--- config.mk ---
export PLATFORM = sky130hd
export DESIGN_NAME = network_output_schedule
export DESIGN_NICKNAME = d
export VERILOG_FILES = /design/src/rtl/network_output_schedule.sv
export SDC_FILE = /design/constraint.sdc
export NUM_CORES = 2
export LEC_CHECK = 0
export BUFFER_PORTS_ARGS = -buffer_cell sky130_fd_sc_hd__buf_2
export CAP_MARGIN = 10
export CORE_UTILIZATION = 46
export DETAILED_ROUTE_END_ITERATION = 10
export GPL_TIMING_DRIVEN = 0
export MAX_ROUTING_LAYER = met4
export PLACE_DENSITY = 0.58
export SYNTH_ARGS = -nofsm -noshare
export SYNTH_HDL_FRONTEND = slang
export SYNTH_SLANG_ARGS = --single-unit
--- constraint.sdc ---
create_clock -name i_clk -period 7.41 [get_ports i_clk]
set_input_delay 0.3705 -clock i_clk [delete_from_list [all_inputs] [get_ports i_clk]]
set_output_delay 0.3705 -clock i_clk [all_outputs]
set_load 0.03 [all_outputs]
--- src/rtl/network_output_schedule.sv ---
// Descriptor scheduler feeding the network transmit stage.
// Two FIFOs hold 61-bit descriptors: time-sensitive (types 0..2) and best-effort
// (all other types). A three-state FSM issues at most one descriptor every three
// cycles. TS has strict priority. BE is also gated by i_be_gate.
module network_output_schedule #(
    parameter int DEPTH = 16,
    parameter int AW    = 4
) (
    input  logic          i_clk,
    input  logic          i_rst_n,
    input  logic [60:0]   iv_descriptor,
    input  logic          i_descriptor_wr,
    input  logic          i_be_gate,
    input  logic          i_pkt_descriptor_ready,
    output logic [60:0]   ov_pkt_descriptor,
    output logic          o_pkt_descriptor_wr,
    output logic          o_ts_discard_pulse,
    output logic          o_be_discard_pulse,
    output logic [AW:0]   ov_ts_cnt,
    output logic [AW:0]   ov_be_cnt,
    output logic [1:0]    ov_sch_state
);

    localparam logic [1:0]    IDLE     = 2'd0;
    localparam logic [1:0]    ISSUE    = 2'd1;
    localparam logic [1:0]    HOLD     = 2'd2;
    localparam logic [AW:0]   FULL_LVL = (AW+1)'(DEPTH);
    localparam logic [AW:0]   CNT_ONE  = (AW+1)'(1);
    localparam logic [AW-1:0] PTR_ONE  = AW'(1);

    logic [60:0]   tsMem [DEPTH];
    logic [60:0]   beMem [DEPTH];

    logic [AW-1:0] tsWrPtr_q, tsRdPtr_q, beWrPtr_q, beRdPtr_q;
    logic [AW:0]   tsCnt_q, tsCnt_d, beCnt_q, beCnt_d;
    logic [1:0]    state_q, state_d;
    logic [60:0]   desc_q, desc_d;
    logic          descWr_q, descWr_d;
    logic          tsDiscard_q, tsDiscard_d, beDiscard_q, beDiscard_d;

    logic          isTs, tsFull, beFull;
    logic          tsPush, bePush, tsPop, bePop;

    // Classify the incoming descriptor and decide push or drop against the pre-edge counts
    always_comb begin
        isTs        = (iv_descriptor[60:58] <= 3'h2);
        tsFull      = (tsCnt_q == FULL_LVL);
        beFull      = (beCnt_q == FULL_LVL);
        tsPush      = i_descriptor_wr &  isTs & ~tsFull;
        bePush      = i_descriptor_wr & ~isTs & ~beFull;
        tsDiscard_d = i_descriptor_wr &  isTs &  tsFull;
        beDiscard_d = i_descriptor_wr & ~isTs &  beFull;
    end

    // Scheduler FSM: pick a FIFO head in IDLE, strobe for one cycle, then hold one cycle
    always_comb begin
        state_d  = state_q;
        desc_d   = desc_q;
        descWr_d = 1'b0;
        tsPop    = 1'b0;
        bePop    = 1'b0;
        case (state_q)
            IDLE: begin
                if (i_pkt_descriptor_ready) begin
                    if (tsCnt_q != '0) begin
                        tsPop    = 1'b1;
                        desc_d   = tsMem[tsRdPtr_q];
                        descWr_d = 1'b1;
                        state_d  = ISSUE;
                    end else if ((beCnt_q != '0) && i_be_gate) begin
                        bePop    = 1'b1;
                        desc_d   = beMem[beRdPtr_q];
                        descWr_d = 1'b1;
                        state_d  = ISSUE;
                    end
                end
            end
            ISSUE:   state_d = HOLD;
            HOLD:    state_d = IDLE;
            default: state_d = IDLE;
        endcase
    end

    // Occupancy bookkeeping: a simultaneous push and pop leaves the count unchanged
    always_comb begin
        tsCnt_d = tsCnt_q;
        beCnt_d = beCnt_q;
        if (tsPush && !tsPop) begin
            tsCnt_d = tsCnt_q + CNT_ONE;
        end else if (!tsPush && tsPop) begin
            tsCnt_d = tsCnt_q - CNT_ONE;
        end
        if (bePush && !bePop) begin
            beCnt_d = beCnt_q + CNT_ONE;
        end else if (!bePush && bePop) begin
            beCnt_d = beCnt_q - CNT_ONE;
        end
    end

    // Descriptor storage; contents need no reset because occupancy guards every read
    always_ff @(posedge i_clk) begin
        if (tsPush) begin
            tsMem[tsWrPtr_q] <= iv_descriptor;
        end
        if (bePush) begin
            beMem[beWrPtr_q] <= iv_descriptor;
        end
    end

    // Pointers, counts, FSM and output registers, all cleared by the asynchronous reset
    always_ff @(posedge i_clk or negedge i_rst_n) begin
        if (!i_rst_n) begin
            tsWrPtr_q   <= '0;
            tsRdPtr_q   <= '0;
            beWrPtr_q   <= '0;
            beRdPtr_q   <= '0;
            tsCnt_q     <= '0;
            beCnt_q     <= '0;
            state_q     <= IDLE;
            desc_q      <= '0;
            descWr_q    <= 1'b0;
            tsDiscard_q <= 1'b0;
            beDiscard_q <= 1'b0;
        end else begin
            if (tsPush) tsWrPtr_q <= tsWrPtr_q + PTR_ONE;
            if (tsPop)  tsRdPtr_q <= tsRdPtr_q + PTR_ONE;
            if (bePush) beWrPtr_q <= beWrPtr_q + PTR_ONE;
            if (bePop)  beRdPtr_q <= beRdPtr_q + PTR_ONE;
            tsCnt_q     <= tsCnt_d;
            beCnt_q     <= beCnt_d;
            state_q     <= state_d;
            desc_q      <= desc_d;
            descWr_q    <= descWr_d;
            tsDiscard_q <= tsDiscard_d;
            beDiscard_q <= beDiscard_d;
        end
    end

    assign ov_pkt_descriptor   = desc_q;
    assign o_pkt_descriptor_wr = descWr_q;
    assign o_ts_discard_pulse  = tsDiscard_q;
    assign o_be_discard_pulse  = beDiscard_q;
    assign ov_ts_cnt           = tsCnt_q;
    assign ov_be_cnt           = beCnt_q;
    assign ov_sch_state        = state_q;

endmodule

; Yosys cells after proc, flatten, opt, wreduce, memory -nomap -nowiden
; Memories as Yosys holds them, arrays and structs flattened.
; Index checks and enable logic that the tools add are counted.
[totals]
word_cells = 77
output_inout_bits = 76
in_bits = 66
latch_bits = 0
n_memories = 2
regBits = 92
ram_bits = 1952
romBits = 0
[classes]
n_mux = 24
eq_ne = 5
mul = 0
div_mod_pow = 0
reduce_logical = 17
n_bitwise = 9
add_sub_neg = 8
magnitude_cmp = 1
shift = 0
[mem_list]
columns = name, depth, word_bits, rd, rd_clocked_by_memory_dff, write_ports, line_no
row1 = beMem, 16, 61, 1, 0, 1, 32  ; logic [60:0] beMem [DEPTH];
row2 = tsMem, 16, 61, 1, 0, 1, 31  ; logic [60:0] tsMem [DEPTH];
[op_table]
columns = operator, n
row1 = two-way mux 61 bit, 2
row2 = two-way mux 5 bit, 4
row3 = adder 4 x 1 -> 4 bit (second input constant), 4
row4 = two-way mux 1 bit, 14
row5 = adder 5 x 1 -> 5 bit (second input constant), 2
row6 = == test 5 bit (second input constant), 2
row7 = nonzero test 5 bit, 2
row8 = subtractor 5 x 1 -> 5 bit (second input constant), 2
row9 = bitwise AND 1 bit, 6
row10 = two-way mux 2 bit, 3
row11 = nonzero test 2 bit, 3
row12 = logical AND 1 bit, 5
row13 = logical NOT 1 bit, 4
row14 = case mux 2 bit (2 select lines), 1
row15 = less-or-equal comparator 3 x 2 -> 1 bit (second input constant), 1
row16 = != test 3 bit (second input constant), 1
row17 = NOT 1 bit, 3
row18 = AND reduction 3 bit, 1
row19 = == test 2 x 1 -> 1 bit (second input constant), 1
row20 = logical NOT 2 bit, 1
row21 = != test 2 bit (second input constant), 1
row22 = AND reduction 2 bit, 1

; Longest topological paths before layout
[logic_depth]
ltp_word = 9
mapped_depth = 13
depth_no_buf = 12

; Worst setup path after synthesis
; OpenSTA, ideal clock, no wires.
[synth_path]
path_type = reg-to-reg
start = register tsCnt_q[0], in the netlist ov_ts_cnt[0]
end = memory tsMem[7][0] (enable)
slack_ns = 1.346
required_time_ns = 6.855
setup_ns = 0.555
stages_incl_launch_ff = 7
arrival_ns = 5.510
n_path_buf = 1
path_cell_list = dfrtp_1 -> nor4_2 -> nand2_1 -> and3_1 -> clkbuf_1 -> nand2_1 -> nor3_1
[synth_between]
elab_chain_cells = 5
[synth_lines]
columns = item, line_no
row1 = from (decl), 35  ; logic [AW:0] tsCnt_q, tsCnt_d, beCnt_q, beCnt_d;
row2 = from (signal assigned), 129  ; tsCnt_q <= tsCnt_d;
row3 = == test 5 bit, 47  ; tsFull = (tsCnt_q == FULL_LVL);
row4 = NOT 1 bit, 49  ; tsPush = i_descriptor_wr & isTs & ~tsFull;
row5 = bitwise AND 1 bit, 49
row6 = via tsPush, 42  ; logic tsPush, bePush, tsPop, bePop;
row7 = two-way mux 1 bit, 102  ; if (tsPush) begin
row8 = two-way mux 1 bit (implied by the code), 103  ; tsMem[tsWrPtr_q] <= iv_descriptor;
row9 = to (decl), 31
; The timed path passes the listed nets, and every way through them passes these cells.

; Final worst setup path
[layout_path]
start = register tsCnt_q[1], in the netlist ov_ts_cnt[1]
end = register tsCnt_q[4], in the netlist ov_ts_cnt[4]
[layout_between]
elab_chain_cells = 7
[layout_lines]
columns = item, line_no
row1 = nonzero test 5 bit, 65  ; if (tsCnt_q != '0) begin
row2 = two-way mux 1 bit, 65
row3 = two-way mux 1 bit, 64  ; if (i_pkt_descriptor_ready) begin
row4 = two-way mux 1 bit, 62  ; case (state_q)
row5 = logical NOT 1 bit, 88  ; if (tsPush && !tsPop) begin
row6 = logical AND 1 bit, 88
row7 = two-way mux 5 bit / nonzero test 2 bit (equally long branches), -
; Parallel ways exist; a longest one is shown, timed or not. The select of a mux whose other input is x is not followed.
; A chain may end at the register's enable or synchronous reset.

==> results.toml <==
[run_status]
status = "complete, but fails checks"
failed_checks = "DRC"

[yosys]
synthCells = 3577
ys_ff_latch = 2044
synth_area_um2 = 78400
synth-seq-area-share = 0.777
syn-num-nets = 3664
ys_warn_count = 0
ys.flop_type = "edfxtp_1"
synth_edf_count = 1952
ys_async_sr_fraction = 0.0450
avgSynthCellArea_um2 = 21.9
synth_cell_types = 46

[critical_path]
worst-setup-path-type = "flip-flop to flip-flop"
worstSetupStartpointType = "flip-flop"
max_stage_delay_ps = 710
cp.arrival_ps = 4860
crit_top_cell = "nor2_1"
cp.required_ps = 8130
path_max_fanout = 10
crit_family = "buffers and inverters"
end_kind = "flip-flop"
crit_path_top_delay_cell = "inv_2"
worst-path-buf-inv = 3
path_cells = "nor4_2 > nor2b_1 > nor2_1 > inv_2 > buf_2 > ha_1 > inv_1 > fa_1 > a21o_1 > a21oi_1 > xnor2_1 > nor2_1 > xor2_1"

[drt]
ant_nets = 0
viasPerCell = 5.84
avgRoutedWirePerCell_um = 30.3
drtIter0Drc = 3688
drc = 6
first_pass_iters = 9
wirelength_mm = 197
via_count = 37800

[global_routing]
grt_pass1_wl_mm = 282
grt_max_degree = 58
grt_pass1_vias = 38900
antenna_found_initial = 7
grt.total_usage = 0.237
grt_overflow = 0

[clock_network]
cts.clk_slew.worst_paths_ps = 60
postCtsSetupBuffers = 0
clock_latency_ps = 850
cts_sinks = 2044
tritoncts = "yes"
cts_buffer_depth = 3
cts_root_buffer = "clkbuf_16"
cts-htree-levels = 4
cts_buffers = 205

[sta]
fmax_mhz = 242
clock-skew-final_ps = 23.3
worst_slack_ps = 3270
layout_worst_path_cycle_share = 0.558
whs_ps = 46.5
tns_ps = 0
setup_viol = 0
rsz0062_at_grt = "no"
slew-limit-headroom = 0.0755
finalWorstPathRequiredPeriod_ps = 4140
finalHoldViolations = 0
tightest_slew_ps = 1390
finalMaxSlewViolations = 0

[floorplan]
dieArea_um2 = 172000
start_util = 0.463
die_y_um = 415
core-area_um2 = 169000
row_count = 151
top_level_ports = 142
die_w_um = 415

[final_layout]
fin_nets = 4160
final_cell_mix = "edfxtp_1, mux4_2, mux2i_1"
utilization = 0.537
drive_gt1_frac = 0.266
syn2layout_area_growth_pct = 15.9
final_common_cell = "edfxtp_1"
final_area_um2 = 90800
layoutNonFillerInstCount = 6483

[place]
portBuffers = 141
globalplace.congestion = 0.744
hpwlAfterDp_mm = 129
placed_cell_area_um2 = 83800
place_ws_ps = 3050
dp_cells = 6046

[worst_hold_path]
worstHoldPathType = "input pin to flip-flop"

[pwr]
leakage_nw = 29.5
p_per_area_nw_per_um2 = 357
power_mw = 32.4
vdd_ir_drop_max_uv = 250

[job]
maxCapViolCount = 0
Yosys cell counts (4+ instances only):
| library cell | n | area [um2] |
|---|---|---|
| clkbuf_1 | 72 | 270 |
| mux2i_1 | 358 | 3580 |
| nand2_1 | 24 | 90.1 |
| and2_1 | 17 | 106 |
| ha_1 | 19 | 238 |
| a22oi_1 | 60 | 450 |
| a21o_1 | 4 | 30.0 |
| nor2_1 | 71 | 267 |
| and3_1 | 4 | 25.0 |
| buf_2 | 66 | 330 |
| xnor2_1 | 16 | 140 |
| nor3_1 | 10 | 50.1 |
| o221ai_1 | 59 | 517 |
| buf_6 | 17 | 191 |
| a22o_1 | 59 | 517 |
| xor2_1 | 5 | 43.8 |
| inv_1 | 20 | 75.1 |
| o21ai_0 | 8 | 40.0 |
| buf_4 | 31 | 233 |
| buf_1 | 19 | 71.3 |
| nor3b_1 | 4 | 30.0 |
| a21oi_1 | 65 | 325 |
| mux4_2 | 369 | 8310 |
| edfxtp_1 | 1952 | 58600 |
| a221oi_1 | 59 | 517 |
| nor2b_1 | 7 | 43.8 |
| mux2_2 | 65 | 732 |
| dfrtp_1 | 92 | 2300 |
layer usage:
| layer | track usage | routed length, um | vias to the layer above |
|---|---|---|---|
| met5 | - | 0 | - |
| met2 | 0.380 | 96900 | 1129 |
| met3 | 0.0306 | 10300 | 295 |
| met1 | 0.319 | 83900 | 20400 |
| li1 | - | - | 16100 |
| met4 | 0.0712 | 5620 | 0 |
power breakdown:
group          leakage (nW)  switching [mW]  total [mW]  internal [mW]
registers              18.7           0.325        13.8           13.4
clock network          3.24            4.38        10.3           5.88
logic                  7.51            4.90        8.38           3.47
area by class of cell:
cell class	count	area, um2
sequential	2044	60900
tap	2218	2780
fill	13000	78400
timing repair buffer	289	2860
buffer	205	1100
clock buffer	295	5740
clock inverter	93	911
multi-input combinational	1307	16400
inverter	21	78.8
antenna	11	27.5
final timing paths:
check                           cells after the start  slack [ps]               from               endpoint
min in group asynchronous                           3         560            i_rst_n  ov_pkt_descriptor[31]
worst min-delay path                                1          50  iv_descriptor[52]          beMem[11][52]
worst min register to register                      1         450    ov_sch_state[1]        ov_sch_state[1]
worst max-delay path                               13        3270       ov_ts_cnt[1]           ov_ts_cnt[4]
max in group asynchronous                           4        5900            i_rst_n    o_pkt_descriptor_wr
worst max register to register                     13        3270       ov_ts_cnt[1]           ov_ts_cnt[4]
sequential cells by signal, summed over array words and instances (netlist names):
register	cells
ov_be_cnt	5
o_pkt_descriptor_wr	1
o_be_discard_pulse	1
tsRdPtr_q	4
tsMem	976
tsWrPtr_q	4
ov_sch_state	2
ov_pkt_descriptor	61
beRdPtr_q	4
ov_ts_cnt	5
beMem	976
o_ts_discard_pulse	1
beWrPtr_q	4
logic make-up after synthesis:
kind of cell | synth area share
XOR/XNOR | 0.00235
buffers and inverters | 0.0150
AO/OA/AOI/OAI | 0.0314
AND/OR/NAND/NOR | 0.00937
flip-flops | 0.777
adder cells (fa/ha/maj) | 0.00354
multiplexers | 0.161
repair_timing:
action / in CTS / in global routing
endpoints found under the setup margin: 0 / 0
endpoints found under the hold margin: 711 / 0
hold buffers: 38 / 0
gates resized for setup: 0 / 0
(Power assumes the default switching activity.)
